<file path="src/rtl/bomba_actuador_if.sv">
// ---------------------------------------------------------------------------
// bomba_actuador_if
// Groups the signals between the pump level controller, the operator input
// and the actuator stage that drives the board I/O.
//   bomba_req_i : pump request (controller's bomba_o)
//   alarma_i    : alarm (controller's alarma_o)
//   ack_i       : operator fault acknowledge, level-sensitive
//   motor_o     : motor contactor drive, 1 = on
//   buzzer_o    : blinking buzzer drive
//   falla_o     : latched over-run fault
//   estado_o    : current state code for debug/LEDs
// master : controller/operator side (drives the requests, reads the outputs)
// slave  : actuator stage (bomba_actuador)
// ---------------------------------------------------------------------------
interface bomba_actuador_if;
    logic       bomba_req_i;
    logic       alarma_i;
    logic       ack_i;
    logic       motor_o;
    logic       buzzer_o;
    logic       falla_o;
    logic [2:0] estado_o;

    modport master (
        output bomba_req_i, alarma_i, ack_i,
        input  motor_o, buzzer_o, falla_o, estado_o
    );

    modport slave (
        input  bomba_req_i, alarma_i, ack_i,
        output motor_o, buzzer_o, falla_o, estado_o
    );
endinterface

</file>
<file path="src/rtl/bomba_actuador.sv">
// ---------------------------------------------------------------------------
// bomba_actuador
// Actuator stage after the pump level controller. Applies a start delay,
// enforces a minimum off time after every run or fault, and latches a fault
// when the motor runs longer than T_MAX_RUN cycles. Drives the buzzer with a
// square wave while an alarm or fault is present.
//
// Ports:
//   ck          : system clock, rising edge
//   rst_i       : asynchronous active-low reset
//   bus         : bomba_actuador_if.slave (requests in, motor/buzzer/fault out)
//   arranques_o : [15:0] saturating count of completed starts
//                 (present only when BOMBA_CONTADOR_EN is defined)
//
// Optional feature macro: BOMBA_CONTADOR_EN
// ---------------------------------------------------------------------------
module bomba_actuador #(
    parameter int CNT_W      = 16,
    parameter int T_ARRANQUE = 4,
    parameter int T_MIN_OFF  = 8,
    parameter int T_MAX_RUN  = 64,
    parameter int T_BLINK    = 4
) (
    input  logic              ck,
    input  logic              rst_i,
    bomba_actuador_if.slave   bus
`ifdef BOMBA_CONTADOR_EN
    ,
    output logic [15:0]       arranques_o
`endif
);

    typedef enum logic [2:0] {
        REPOSO       = 3'd0,
        ARRANQUE     = 3'd1,
        MARCHA       = 3'd2,
        ENFRIAMIENTO = 3'd3,
        FALLA        = 3'd4
    } state_t;

    localparam logic [CNT_W-1:0] UNO        = CNT_W'(1);
    localparam logic [CNT_W-1:0] FIN_ARR    = CNT_W'(T_ARRANQUE - 1);
    localparam logic [CNT_W-1:0] FIN_OFF    = CNT_W'(T_MIN_OFF - 1);
    localparam logic [CNT_W-1:0] FIN_RUN    = CNT_W'(T_MAX_RUN - 1);
    localparam logic [CNT_W-1:0] FIN_BLINK  = CNT_W'(T_BLINK - 1);

    state_t             estado_q;
    state_t             estado_d;
    logic [CNT_W-1:0]   timer_q;
    logic [CNT_W-1:0]   timer_d;
    logic [CNT_W-1:0]   blink_q;
    logic               activo_q;
    logic               motor_q;
    logic               falla_q;
    logic               buzzer_q;
    logic               buzz_activo;

    // Next-state and timer logic. Every exit reloads the timer to 0, so it
    // never gets near wrapping. In MARCHA an alarm or a dropped request takes
    // priority over the timeout. Illegal codes recover into FALLA.
    always_comb begin
        estado_d = estado_q;
        timer_d  = '0;
        case (estado_q)
            REPOSO: begin
                if (bus.bomba_req_i && !bus.alarma_i)
                    estado_d = ARRANQUE;
            end
            ARRANQUE: begin
                if (!bus.bomba_req_i || bus.alarma_i)
                    estado_d = REPOSO;
                else if (timer_q == FIN_ARR)
                    estado_d = MARCHA;
                else
                    timer_d = timer_q + UNO;
            end
            MARCHA: begin
                if (bus.alarma_i || !bus.bomba_req_i)
                    estado_d = ENFRIAMIENTO;
                else if (timer_q == FIN_RUN)
                    estado_d = FALLA;
                else
                    timer_d = timer_q + UNO;
            end
            ENFRIAMIENTO: begin
                if (timer_q == FIN_OFF)
                    estado_d = REPOSO;
                else
                    timer_d = timer_q + UNO;
            end
            FALLA: begin
                if (bus.ack_i && !bus.bomba_req_i)
                    estado_d = ENFRIAMIENTO;
            end
            default: begin
                estado_d = FALLA;
            end
        endcase
    end

    // State register with Moore outputs registered from the next state so
    // they change on the same edge as the state code.
    always_ff @(posedge ck or negedge rst_i) begin
        if (!rst_i) begin
            estado_q <= REPOSO;
            timer_q  <= '0;
            motor_q  <= 1'b0;
            falla_q  <= 1'b0;
        end else begin
            estado_q <= estado_d;
            timer_q  <= timer_d;
            motor_q  <= (estado_d == MARCHA);
            falla_q  <= (estado_d == FALLA);
        end
    end

    assign buzz_activo = bus.alarma_i || (estado_q == FALLA);

    // Buzzer blinker. activo_q marks that the previous cycle was already
    // active, so the first active cycle always starts high with a fresh count.
    always_ff @(posedge ck or negedge rst_i) begin
        if (!rst_i) begin
            buzzer_q <= 1'b0;
            blink_q  <= '0;
            activo_q <= 1'b0;
        end else if (!buzz_activo) begin
            buzzer_q <= 1'b0;
            blink_q  <= '0;
            activo_q <= 1'b0;
        end else if (!activo_q) begin
            buzzer_q <= 1'b1;
            blink_q  <= '0;
            activo_q <= 1'b1;
        end else if (blink_q == FIN_BLINK) begin
            buzzer_q <= ~buzzer_q;
            blink_q  <= '0;
        end else begin
            blink_q  <= blink_q + UNO;
        end
    end

`ifdef BOMBA_CONTADOR_EN
    // Completed-start counter; only ARRANQUE can lead into MARCHA.
    always_ff @(posedge ck or negedge rst_i) begin
        if (!rst_i)
            arranques_o <= '0;
        else if (estado_q == ARRANQUE && estado_d == MARCHA && arranques_o != 16'hFFFF)
            arranques_o <= arranques_o + 16'd1;
    end
`endif

    assign bus.motor_o  = motor_q;
    assign bus.falla_o  = falla_q;
    assign bus.buzzer_o = buzzer_q;
    assign bus.estado_o = estado_q;

endmodule
</file>
<file path="src/flat_wrapper.sv">
// flat-port wrapper written by rule: the top's interface ports become plain ports
module bomba_actuador_flat 
#(
    parameter int CNT_W      = 16,
    parameter int T_ARRANQUE = 4,
    parameter int T_MIN_OFF  = 8,
    parameter int T_MAX_RUN  = 64,
    parameter int T_BLINK    = 4
)
  (ck, rst_i, bus_bomba_req_i, bus_alarma_i, bus_ack_i, bus_motor_o, bus_buzzer_o, bus_falla_o, bus_estado_o);
  bomba_actuador_if bus_i ();
  input  logic ck;
  input  logic rst_i;
  input wire logic [$bits(bus_i.bomba_req_i)-1:0] bus_bomba_req_i;
  input wire logic [$bits(bus_i.alarma_i)-1:0] bus_alarma_i;
  input wire logic [$bits(bus_i.ack_i)-1:0] bus_ack_i;
  output wire logic [$bits(bus_i.motor_o)-1:0] bus_motor_o;
  output wire logic [$bits(bus_i.buzzer_o)-1:0] bus_buzzer_o;
  output wire logic [$bits(bus_i.falla_o)-1:0] bus_falla_o;
  output wire logic [$bits(bus_i.estado_o)-1:0] bus_estado_o;
  assign bus_i.bomba_req_i = bus_bomba_req_i;
  assign bus_i.alarma_i = bus_alarma_i;
  assign bus_i.ack_i = bus_ack_i;
  assign bus_motor_o = bus_i.motor_o;
  assign bus_buzzer_o = bus_i.buzzer_o;
  assign bus_falla_o = bus_i.falla_o;
  assign bus_estado_o = bus_i.estado_o;
  bomba_actuador #(.CNT_W(CNT_W), .T_ARRANQUE(T_ARRANQUE), .T_MIN_OFF(T_MIN_OFF), .T_MAX_RUN(T_MAX_RUN), .T_BLINK(T_BLINK)) u_core (.ck(ck), .rst_i(rst_i), .bus(bus_i));
endmodule
</file>
<file path="config.mk">
export PLATFORM = sky130hd
export DESIGN_NAME = bomba_actuador_flat
export DESIGN_NICKNAME = d
export VERILOG_FILES = /design/src/rtl/bomba_actuador_if.sv /design/src/rtl/bomba_actuador.sv /design/src/flat_wrapper.sv
export SDC_FILE = /design/constraint.sdc
export NUM_CORES = 1
export LEC_CHECK = 0
export ABC_AREA = 1
export ABC_CLOCK_PERIOD_IN_PS = 1500
export CAP_MARGIN = 10
export CELL_PAD_IN_SITES_DETAIL_PLACEMENT = 0
export CELL_PAD_IN_SITES_GLOBAL_PLACEMENT = 1
export CORE_ASPECT_RATIO = 0.75
export CORE_MARGIN = 5
export CORE_UTILIZATION = 40
export CTS_BUF_LIST = sky130_fd_sc_hd__clkbuf_16
export DETAILED_ROUTE_END_ITERATION = 7
export HOLD_SLACK_MARGIN = 0.03
export MAX_ROUTING_LAYER = met4
export PLACE_DENSITY_LB_ADDON = 0.1
export REMOVE_ABC_BUFFERS = 1
export SKIP_LAST_GASP = 1
export SYNTH_ARGS = -nofsm -noshare
export SYNTH_HDL_FRONTEND = slang
export SYNTH_SLANG_ARGS = --single-unit
</file>
<file path="constraint.sdc">
create_clock -name ck -period 1.5 [get_ports ck]
set_clock_uncertainty 0.2 [all_clocks]
set_input_delay 0.3 -clock ck [delete_from_list [all_inputs] [get_ports ck]]
set_output_delay 0.3 -clock ck [all_outputs]
set_load 0.03 [all_outputs]
</file>
==> run summary, run 1 <==
outcome = finished, violations left
failing checks = negative setup slack
area grow syn2layout = 44.6%
1st-iter DRT viols = 59
routed len/inst = 12.2 µm
Vias per Instance = 4.67
Reg2Reg Setup Slack = -0.14 ns
fill count = 532
Worst path max stage delay = 0.38 ns
CP Capture Type = flop
DR vias = 2,235
first-pass GRT wire length = 9800 µm
post-layout min period = 1.64 ns
hold_ws = 0.317 ns
gr usage total = 16.2%
mux cell area share after synthesis = 0%
count of different cell masters after synthesis = 29
register area = 982 µm²
Antenna diodes = 0
Mapped Area = 2370 µm²
worst-case reg-to-reg path depth = 8
final worst setup slack = -0.137 ns
post-layout instance area = 3430 µm²
Nets = 408
slowest CP cell = dfrtp_1
IO buf count = 10
post-synthesis sequential area ratio = 41.2%
CP top delay family = simple AND/OR/NAND/NOR gates
Die ar. = 7580 µm²
critical path depth = 8
RSZ-0062 raised after global routing = true
Multi-input gate area = 1370 µm²
I/O Pins = 11
CTS Buf Count = 5
Final Hold Vio Count = 0
WS Path Type = reg2reg
final setup vio count = 18
vias in the first global route = 2,164
Final Max Tran Viols = 0
worst-margin pin slew = 0.314 ns
Clk Tree Root Cell = clkbuf_16
crit path buf inv count = 1
Async S/R FF share, synth = 100%
Clock Sinks = 39
Remaining DRCs = 0
Non-Filler Instances = 479
clk slew on worst S/H paths = 0.06 ns
Max H-tree Level = 2
main combinational cell family by area after synthesis = simple AND/OR/NAND/NOR gates
fin crit share = 109%
Inst Count DP = 455
area share of fa/ha/maj cells after synthesis = 1.06%
VDD IR-drop max = 497 µV
largest net degree at the start of global routing = 40
Hold Path Class = in2async
Compound-Gate Fraction of Synth Area = 4.44%
total power = 3.52 mW
Yosys reg bits = 39
leakage power = 1.73 nW
DRT antenna net count = 0
synth warn = 0
Core Area = 5800 µm²
initial antenna violation count = 0
post-DP HPWL = 4110 µm
WL final = 5850 µm
placed cell areas = 2930 µm²
row count = 24
EDFF count, synth = 0
TritonRoute pass-1 iters = 5
Synth Flop Type = dfrtp_1
CP arrival = 1.65 ns
RePlAce Congestion = 0.784
cell count after synthesis = 318
max-cap violations = 0
Die X = 98.9 µm
clk buf depth = 2
post-synthesis xor/xnor area fraction = 4.44%
share of layout cells above drive strength 1 = 38.2%
DP Worst Slack = -0.341 ns
final core occ = 59.1%
Fmax = 611 MHz
Clock Latency Late Sink = 0.28 ns
worst path cell trace = ha_4 > buf_4 > nand2_4 > nor2_4 > nand2_2 > o21bai_2 > nand4_1 > nand3_1
die height = 76.7 µm
Crit path required time = 1.51 ns
Starting Density = 40.9%
crit start category = flop
critical path fanouts, max = 5
TNS Setup = -1.41 ns
Syn Area/Cell = 7.45 µm²
Overflow after GRT = 0
Synth Area in Simple Gates = 40.4%
Power Dens Cells = 1030 nW/µm²
Max-slew headroom = 79.0%
CTS tree = done
-- cell type report --
type	instances	share of cell area, %
clock buffer	5	3.65
timing repair inverter	1	0.219
multi-input combinational	228	39.9
timing repair buffer	78	18.2
inverter	48	5.37
clock inverter	2	1.10
sequential	39	28.7
tap	78	2.85
-- cells by family after synthesis --
group                      Yosys count
DFF                                 39
adders and majority gates            2
xor gates and xnor gates            12
buffers and inverters               51
and+or+nand+nor                    197
AOI/OAI and AO/OA                   17
-- routing by layer --
layer	track usage [%]	wire (µm)	vias to the layer above
met4	4.91	102	0
li1	-	-	1180
met3	2.99	149	9
met5	-	0	-
met2	25.5	2750	29
met1	21.4	2850	1017
-- cell usage after synthesis, drive strengths merged, types with 3 or more instances --
| cell type | n | area [µm²] |
|---|---|---|
| nand2 | 84 | 338 |
| nor2 | 50 | 228 |
| inv | 48 | 180 |
| dfrtp | 39 | 976 |
| nand3 | 32 | 188 |
| nand4 | 16 | 100 |
| xor2 | 10 | 87.6 |
| nor3 | 9 | 60.1 |
| o21ai | 7 | 35.0 |
| a21oi | 5 | 28.8 |
| buf | 3 | 20.0 |
| nand3b | 3 | 22.5 |
| nor3b | 3 | 22.5 |
-- where the power goes --
part	internal, mW	switching [mW]	total (mW)
combinational	0.481	0.640	1.12
clock	0.775	0.422	1.20
sequential	1.13	0.0768	1.21
-- worst register-to-register path, cell delays in order, from the launching register on --
cell and delay, ns:
dfrtp_1 0.38, ha_4 0.19, buf_4 0.13, nand2_4 0.05, nor2_4 0.11, nand2_2 0.09
o21bai_2 0.18, nand4_1 0.12, nand3_1 0.12
-- final timing paths --
| kind | start | endpoint |
|---|---|---|
| worst max-delay path | u_core.timer_q[0] | u_core.timer_q[8] |
| worst min-delay path | rst_i | u_core.timer_q[3] |
| worst max register to register | u_core.timer_q[0] | u_core.timer_q[8] |
| worst min register to register | u_core.blink_q[13] | u_core.blink_q[13] |
| max in group asynchronous | rst_i | u_core.timer_q[6] |
| min in group ck | u_core.blink_q[13] | u_core.blink_q[13] |
-- flip-flops by register name, indices dropped and copies added, names as in the netlist --
name / count
u_core.timer_q: 16
u_core.bus.estado_o: 3
u_core.blink_q: 16
u_core.activo_q: 1
u_core.bus.buzzer_o: 1
u_core.bus.falla_o: 1
u_core.bus.motor_o: 1
-- cells in the final DEF (no fill, tap or decap), types with 3 or more instances in the layout --
cell type / instances
nand3_1: 24
clkdlybuf4s50_1: 3
nand3_2: 6
nand2_4: 5
buf_6: 5
clkbuf_16: 5
nand2_1: 63
a21oi_1: 3
dfrtp_2: 5
nor3_1: 5
clkinvlp_4: 3
nor2_1: 33
nor2_2: 10
inv_1: 41
dfrtp_1: 34
nor2_4: 7
nand2_2: 16
nand3b_1: 3
xor2_1: 9
inv_2: 6
nor3_2: 4
buf_4: 67
nand4_1: 16
o21ai_0: 4
-- repair_timing --
item                       4_1_cts  5_1_grt
buffers inserted                 8        8
pin swaps                       10       26
gates resized for setup         27       33
hold endpoints to repair        39        0
setup endpoints to repair       31       39
gates cloned                     1        0
hold buffers                     1        0
No activity file was read; power rests on OpenSTA's default activity.
==> inputs of run 2 (changes only) <==
Settings changed: CELL_PAD_IN_SITES_DETAIL_PLACEMENT 0 to not set, CELL_PAD_IN_SITES_GLOBAL_PLACEMENT 1 to not set, CORE_UTILIZATION 40 to 54, PLACE_DENSITY set to 0.75, PLACE_DENSITY_LB_ADDON 0.1 to not set.
==> run 2 against run 1 <==
  * The run still ends with negative setup slack left
  * Maximum frequency is 8.3% lower
  * Global-route usage increased by 9.1 points
  * Hold slack got worse by 0.051 ns
  * Sequential share of layout area is 0.78 points lower
  * Flip-flop and latch count unchanged
  * Critical path type unchanged
  * Design area increased by 2.7%
  * Largest power group is now combinational cells
  * Combinational power increased by 9.8%
  * Clock power hardly changed
  * Non-clock buffer count down 5
  * Critical endpoint is now u_core.timer_q[5]
  * Highest routed layer unchanged
  * Worst setup slack worse by 0.15 ns
==> run summary, run 2 (same netlist as run 1, synthesis figures left out) <==
Max-slew headroom = 70.1%
critical path's most frequent cell = nand2_1
Clk Tree Root Cell = clkbuf_16
die height = 67.4 µm
Die X = 86.5 µm
total power = 3.66 mW
Final Hold Vio Count = 0
Clock Latency Late Sink = 0.29 ns
most frequent cells in the layout = nand2_1 (62), buf_4 (53), inv_1 (43), dfrtp_1 (35), nor2_1 (24)
critical path fanouts, max = 8
clock power share = 33.2%
Overflow after GRT = 0
final setup vio count = 35
Antenna diodes = 0
post-DP HPWL = 4150 µm
switching share of total power = 34.4%
post-layout min period = 1.78 ns
crit path from = u_core.timer_q[8]
Worst path max stage delay = 0.43 ns
Hold Path Class = in2async
Die ar. = 5830 µm²
Power Dens Cells = 1040 nW/µm²
failing checks = negative setup slack
Core Area = 4150 µm²
Gate power share = 33.5%
clk buf depth = 2
DR vias = 2,690
share of layout cells above drive strength 1 = 39.6%
internal power = 2.40 mW
Final Max Tran Viols = 0
vias in the first global route = 2,417
fill count = 209
fin crit share = 119%
largest net degree at the start of global routing = 28
Reg power frac = 33.2%
max-cap violations = 0
crit start category = flop
critical path depth = 8
slowest CP cell = dfrtp_1
crit path buf inv count = 1
worst-case reg-to-reg path depth = 8
CP top delay family = simple AND/OR/NAND/NOR gates
Vias per Instance = 5.96
row count = 20
Switching Power = 1.26 mW
DRT antenna net count = 0
outcome = finished, violations left
Remaining DRCs = 0
Nets = 402
1st-iter DRT viols = 358
CP arrival = 1.76 ns
WS Path Type = reg2reg
Reg-to-Reg Start = u_core.timer_q[8]
most common cell after layout, fill and taps aside = nand2_1
RePlAce Congestion = 0.854
area grow syn2layout = 48.4%
routed len/inst = 18.6 µm
Clock Sinks = 39
first-pass GRT wire length = 11,000 µm
final worst setup slack = -0.285 ns
I/O Pins = 11
CTS tree = done
gr usage total = 25.3%
Max H-tree Level = 2
Fmax = 560 MHz
Multi-input gate area = 1470 µm²
CTS Buf Count = 5
initial antenna violation count = 0
VDD IR-drop max = 884 µV
worst path cell trace = nor2_1 > nand2_1 > nor2_4 > nand2_1 > nand2_1 > nand3_4 > nand2_1 > inv_1
TritonRoute pass-1 iters = 5
leakage power = 1.74 nW
Crit path required time = 1.47 ns
register area = 981 µm²
clk slew on worst S/H paths = 0.06 ns
WL final = 8410 µm
IO buf count = 10
final core occ = 84.7%
Starting Density = 57.0%
CP Capture Type = flop
worst-margin pin slew = 0.445 ns
RSZ-0062 raised after global routing = true
-- run 2: per-layer routing --
| metal | vias to the layer above | GRT usage, % | part of all wire [%] |
|---|---|---|---|
| li1 | 1174 | - | - |
| met1 | 1263 | 32.1 | 39 |
| met2 | 203 | 40.8 | 47 |
| met3 | 50 | 4.39 | 8.9 |
| met4 | 0 | 9.92 | 4.6 |
| met5 | - | - | 0 |
-- run 2: power groups by stage --
stage / Clock [mW] / Sequential, mW / Combinational, mW
2_1_floorplan: 0 / 1.30 / 0.435
4_1_cts: 1.20 / 1.20 / 1.05
5_1_grt: 1.25 / 1.23 / 1.33
3_5_place_dp: 0 / 1.20 / 0.941
3_3_place_gp: 0 / 1.20 / 0.920
6_report: 1.22 / 1.22 / 1.23
-- run 2: area by class of cell --
class,count,area share (%)
multi-input cells,228,41.8
flip-flops and latches,39,27.9
repair buffers,73,18.4
inverters,48,5.34
clock buffers,5,3.56
well taps,55,1.96
clock inverters,3,1.10
-- run 2: repair_timing --
action	in CTS	in global routing
setup buffers	12	10
cloned	0	1
hold buffers	1	0
endpoints found under the setup margin	36	41
pin swaps	10	20
hold endpoints to repair	39	0
resized for setup	26	64
-- run 2: path summary, 6_finish.rpt --
path	end	slack, ns
max	u_core.timer_q[5]	-0.28
max reg2reg	u_core.timer_q[5]	-0.28
max in group asynchronous	u_core.blink_q[0]	0.37
min reg2reg	u_core.blink_q[0]	0.30
min	u_core.timer_q[10]	0.27
min in group ck	u_core.blink_q[0]	0.30
-- run 2: per-stage QoR --
stage	cells	hold WS (ns)	worst slack [ns]	cell area, µm²	TNS [ns]
floorplan	315	-0.196	-0.175	2350	-1.73
global placement	422	0.0192	-0.257	2840	-6.56
detailed placement	422	0.0157	-0.322	2840	-7.80
CTS	443	0.248	-0.129	3210	-1.80
global route	451	0.321	-0.399	3520	-8.33
finish	451	0.266	-0.285	3520	-5.03
-- run 2: worst reg2reg max path, cell delays in order, from the launching register on --
cell and delay [ns]:
dfrtp_1 0.43, nor2_1 0.13, nand2_1 0.13, nor2_4 0.17, nand2_1 0.14, nand2_1 0.13, nand3_4 0.13, nand2_1 0.13
inv_1 0.06
==> inputs of run 3 (changes only) <==
Settings changed: SKIP_LAST_GASP 1 to not set.
==> run 3 against run 2 <==
  * The run still ends with negative setup slack left
  * Global-route usage unchanged
  * Final cell count did not move
  * Flip-flop and latch count did not move
  * Non-clock buffer count did not move
  * Sequential share of layout area barely moved
  * Critical endpoint unchanged
  * Largest cell class unchanged
==> run summary, run 3 (same netlist as run 1, synthesis figures left out) <==
outcome = finished, violations left
failing checks = negative setup slack
post-layout min period = 1.79 ns
routed len/inst = 18.8 µm
Gate power share = 33.6%
VDD IR-drop max = 895 µV
1st-iter DRT viols = 340
Vias per Instance = 6.01
critical path's most frequent cell = nand2_1
crit start category = flop
fin crit share = 119%
Core Area = 4150 µm²
Max H-tree Level = 2
Final Max Tran Viols = 0
Reg2Reg Setup Slack = -0.29 ns
most common cell after layout, fill and taps aside = nand2_1
total power = 3.67 mW
CP Capture Type = flop
WL final = 8490 µm
RePlAce Congestion = 0.854
gr usage total = 25.3%
Clk Tree Root Cell = clkbuf_16
Multi-input gate area = 1470 µm²
max-cap violations = 0
slowest CP cell = dfrtp_1
final worst setup slack = -0.290 ns
most frequent cells in the layout = nand2_1 (61), buf_4 (53), inv_1 (43), dfrtp_1 (35), nor2_1 (24)
fill count = 213
largest net degree at the start of global routing = 28
RSZ-0062 raised after global routing = true
clock power share = 33.3%
CP top delay family = simple AND/OR/NAND/NOR gates
Switching Power = 1.27 mW
CTS Buf Count = 5
CP arrival = 1.76 ns
clk buf depth = 2
Crit path required time = 1.47 ns
worst path cell trace = nor2_1 > nand2_1 > nor2_4 > nand2_2 > nand2_1 > nand3_4 > nand2_1 > inv_1
Max-slew headroom = 65.2%
Fmax = 559 MHz
critical path fanouts, max = 8
Final Hold Vio Count = 0
Remaining DRCs = 0
DR vias = 2,712
Die X = 86.5 µm
hold_ws = 0.271 ns
vias in the first global route = 2,417
post-DP HPWL = 4150 µm
Worst path max stage delay = 0.43 ns
final core occ = 84.7%
worst-case reg-to-reg path depth = 8
initial antenna violation count = 0
row count = 20
Reg power frac = 33.1%
RR Endpoint = u_core.timer_q[5]
Power Dens Cells = 1040 nW/µm²
die height = 67.4 µm
internal power = 2.40 mW
Die ar. = 5830 µm²
worst-margin pin slew = 0.518 ns
Hold Path Class = in2async
clk slew on worst S/H paths = 0.06 ns
register area = 981 µm²
Antenna diodes = 0
final setup vio count = 38
crit path buf inv count = 1
Overflow after GRT = 0
Starting Density = 57.0%
switching share of total power = 34.5%
Clock Sinks = 39
share of layout cells above drive strength 1 = 39.9%
DRT antenna net count = 0
leakage power = 1.74 nW
Clock Latency Late Sink = 0.29 ns
TritonRoute pass-1 iters = 5
CTS tree = done
area grow syn2layout = 48.5%
first-pass GRT wire length = 11,000 µm
I/O Pins = 11
WS Path Type = reg2reg
Nets = 402
IO buf count = 10
Reg-to-Reg Start = u_core.timer_q[8]
-- run 3: cell counts in the layout (fill, tap and decap cells not counted) --
Identical to the previous run, type by type.
-- run 3: layer usage --
metal	up-vias	track usage, %	part of all wire [%]
li1	1178	-	-
met5	-	-	0
met4	0	9.92	4.9
met3	56	4.39	10
met2	216	40.8	47
met1	1262	32.1	38
-- run 3: final cells by class --
class,count,share of cell area [%]
sequential,39,27.9
tap,55,1.96
multi-input combinational,228,41.8
timing repair buffer,73,18.4
clock inverter,3,1.10
inverter,48,5.33
clock buffer,5,3.55
-- run 3: worst max path at each step --
| stage | from | to | cells after the start |
|---|---|---|---|
| floorplan | u_core.bus.estado_o[0] | u_core.bus.buzzer_o | 9 |
| global placement | bus_bomba_req_i | u_core.timer_q[13] | 7 |
| detailed placement | bus_bomba_req_i | u_core.timer_q[14] | 7 |
| CTS | u_core.timer_q[1] | u_core.timer_q[14] | 8 |
| global route | u_core.timer_q[8] | u_core.timer_q[5] | 8 |
| finish | u_core.timer_q[8] | u_core.timer_q[5] | 8 |
-- run 3: metrics by stage --
step | worst slack [ns] | std cells | cell area, µm² | TNS, ns
2_1_floorplan | -0.175 | 315 | 2350 | -1.73
3_3_place_gp | -0.257 | 422 | 2840 | -6.56
3_5_place_dp | -0.322 | 422 | 2840 | -7.80
4_1_cts | -0.129 | 443 | 3210 | -1.80
5_1_grt | -0.419 | 451 | 3520 | -8.81
6_report | -0.290 | 451 | 3520 | -5.39
-- run 3: power by group through the flow --
stage | logic [mW] | registers [mW] | clock network, mW
floorplan | 0.435 | 1.30 | 0
global placement | 0.920 | 1.20 | 0
detailed placement | 0.941 | 1.20 | 0
CTS | 1.05 | 1.20 | 1.20
global route | 1.33 | 1.23 | 1.25
finish | 1.23 | 1.21 | 1.22
-- run 3: timing repair --
| item | in CTS | in global routing |
|---|---|---|
| endpoints found under the setup margin | 36 | 41 |
| hold buffers | 1 | 0 |
| buffers inserted | 12 | 10 |
| pin swaps | 10 | 20 |
| gates cloned | 0 | 1 |
| endpoints found under the hold margin | 39 | 0 |
| resized for setup | 26 | 65 |
==> RTL edit, RTL diff (flow settings as in run 3) <==
`CNT_W` is set to 16 in 2 places; all go to 14.
--- a/src/rtl/bomba_actuador.sv
+++ b/src/rtl/bomba_actuador.sv
@@ -15,7 +15,7 @@
 // Optional feature macro: BOMBA_CONTADOR_EN
 // ---------------------------------------------------------------------------
 module bomba_actuador #(
-    parameter int CNT_W      = 16,
+    parameter int CNT_W      = 14,
     parameter int T_ARRANQUE = 4,
     parameter int T_MIN_OFF  = 8,
     parameter int T_MAX_RUN  = 64,
--- a/src/flat_wrapper.sv
+++ b/src/flat_wrapper.sv
@@ -1,7 +1,7 @@
 // flat-port wrapper written by rule: the top's interface ports become plain ports
 module bomba_actuador_flat 
 #(
-    parameter int CNT_W      = 16,
+    parameter int CNT_W      = 14,
     parameter int T_ARRANQUE = 4,
     parameter int T_MIN_OFF  = 8,
     parameter int T_MAX_RUN  = 64,
Check against the original RTL: same outputs for any inputs over 10 cycles, from zero or initial values and one cycle with rst_i low; that may be too few to reach the edited logic, so the function may still have changed.
==> RTL edit against run 3 <==
  * Cell area fell by 8.9%
  * Routed wire length fell by 5.0%
  * Critical path type unchanged
  * Cell count fell by 13%
  * The run still ends with setup timing left
  * Setup slack got worse by 0.084 ns
  * Area after synthesis fell by 15%
  * Largest power group unchanged
  * Total power fell by 0.59%
  * Sequential cell count fell by 4
  * Highest routed layer unchanged
  * Critical path depth rose by 1
==> RTL edit: results (changes against run 3) <==
Outcome: finished with violations
Failing checks: setup timing
Syn Area/Cell: 7.79 um2 (+4.6%)
Top FF cell, synth: dfrtp_1
R2R depth: 9 (+1)
DR pass1 iterations: 6 (+1)
CTS max path bufs: 2 (unchanged)
Final worst slack: -0.374 ns (-0.0840 ns)
Port bufs: 10 (unchanged)
Setup TNS: -6.82 ns (-1.43 ns)
Met2 wire length: 3.61 mm (-10%)
CP delay by family, top: simple AND/OR/NAND/NOR gates
Layout Cells excl Fill: 391 (-13%)
Synth top area cells: dfrtp_1, nand2_1, nor2_1
Critical-path top delay cell: dfrtp_1
Commonest cells in the netlist: nand2_1, nor2_1, dfrtp_1
Final setup viols: 35 (-7.9%)
Register area share after synthesis: 43.6% (+2.4 points)
YS warnings: 0 (unchanged)
Initial antenna violation count: 0 (unchanged)
Layout cells sized above 1: 51.0% (+11 points)
Routed wire length on met3: 904 um (+3.0%)
Wirelength per Cell: 20.6 um (+9.5%)
Number of diodes: 0 (unchanged)
Leakage: 1.40 nW (-19%)
Top Layer Used: met4
First-pass GRT wire length: 9.56 mm (-13%)
Hold WC Path Type: in -> async
VDD IR max: 1.04 mV (+17%)
Worst-path clk slew: 0.06 ns (about the same)
Largest net degree at the start of global routing: 36 (+29%)
WP data arrival: 1.86 ns (+0.10 ns)
Antenna violation net count after detailed routing: 0 (unchanged)
Cell at the root of the clock tree: clkbuf_16
Worst slew margin: 69.9% (+4.7 points)
Crit path max fanout: 3 (-5)
Later-pin clock latency in the skew report: 0.28 ns
Vias: 2406 (-11%)
Vias in the first global route: 2033 (-16%)
CP peak stage delay: 0.41 ns (-0.02 ns)
Post-synth cell types: 30 (+3.4%)
Gr usage total: 25.2% (-0.10 points)
Worst Max-Slew Pin Slew: 0.447 ns (-0.0705 ns)
# placed instances: 362 (-14%)
Layout filler cell count: 128 (-40%)
DRT iter0 DRCs: 357 (+5.0%)
CTS H-tree lvls: 2 (unchanged)
Placer Congestion: 0.855 (+0.20%)
Pre-CTS setup slack: -0.220 ns (+0.102 ns)
HPWL Detailed: 3.46 mm (-17%)
Wl on met1: 2.99 mm (-6.3%)
Placed inst area: 2480 um2 (-13%)
Fin nets: 345 (-14%)
==> RTL edit: layer usage <==
metal  GRT usage, %  up-vias
li1               -      984
met1           33.9     1108
met2           36.2      230
met3           5.62       84
met4           11.6        0
met5              -        -
==> RTL edit: path summary, 6_finish.rpt <==
check,startpoint,to,slack [ns]
min in group ck,u_core.bus.buzzer_o$_DFFE_PN0P_,u_core.bus.buzzer_o$_DFFE_PN0P_,0.36
worst max-delay path,u_core.blink_q[0]$_DFF_PN0_,u_core.blink_q[12]$_DFF_PN0_,-0.37
worst max register to register,u_core.blink_q[0]$_DFF_PN0_,u_core.blink_q[12]$_DFF_PN0_,-0.37
worst min register to register,u_core.bus.buzzer_o$_DFFE_PN0P_,u_core.bus.buzzer_o$_DFFE_PN0P_,0.36
max in group asynchronous,rst_i,u_core.bus.estado_o[2]$_DFF_PN0_,0.70
worst min-delay path,rst_i,u_core.blink_q[12]$_DFF_PN0_,0.19
==> RTL edit: area by class of cell <==
type / count / area (um2) / area share (%)
Multi-Input combinational cell: 185 / 1340 / 41.7
Sequential cell: 35 / 882 / 27.5
Timing Repair Buffer: 75 / 644 / 20.1
Inverter: 36 / 143 / 4.45
Clock buffer: 5 / 125 / 3.90
Tap cell: 52 / 65.1 / 2.03
Clock inverter: 3 / 11.3 / 0.351
==> RTL edit: kinds of logic (layout without fill, tap and decap cells) <==
family	count (synthesis)	count (layout)	share of synthesized area (%)
AOI/OAI and AO/OA	27	27	8.84
xor gates and xnor gates	8	8	3.48
adders and majority gates	2	2	1.24
buffers and inverters	39	119	8.46
DFF	35	35	43.6
and+or+nand+nor	147	148	34.4
==> RTL edit: repair_timing <==
item,in CTS,in global routing
hold buffers,0,0
pin swaps,18,20
resized for setup,41,79
setup buffers,10,9
hold endpoints to repair,0,0
cloned,2,0
endpoints found under the setup margin,30,37
==> RTL edit: power by group <==
group | internal [mW] | switching (mW) | total [mW]
logic | 0.604 | 0.936 | 1.54
registers | 1.02 | 0.104 | 1.12
clock network | 0.597 | 0.386 | 0.983
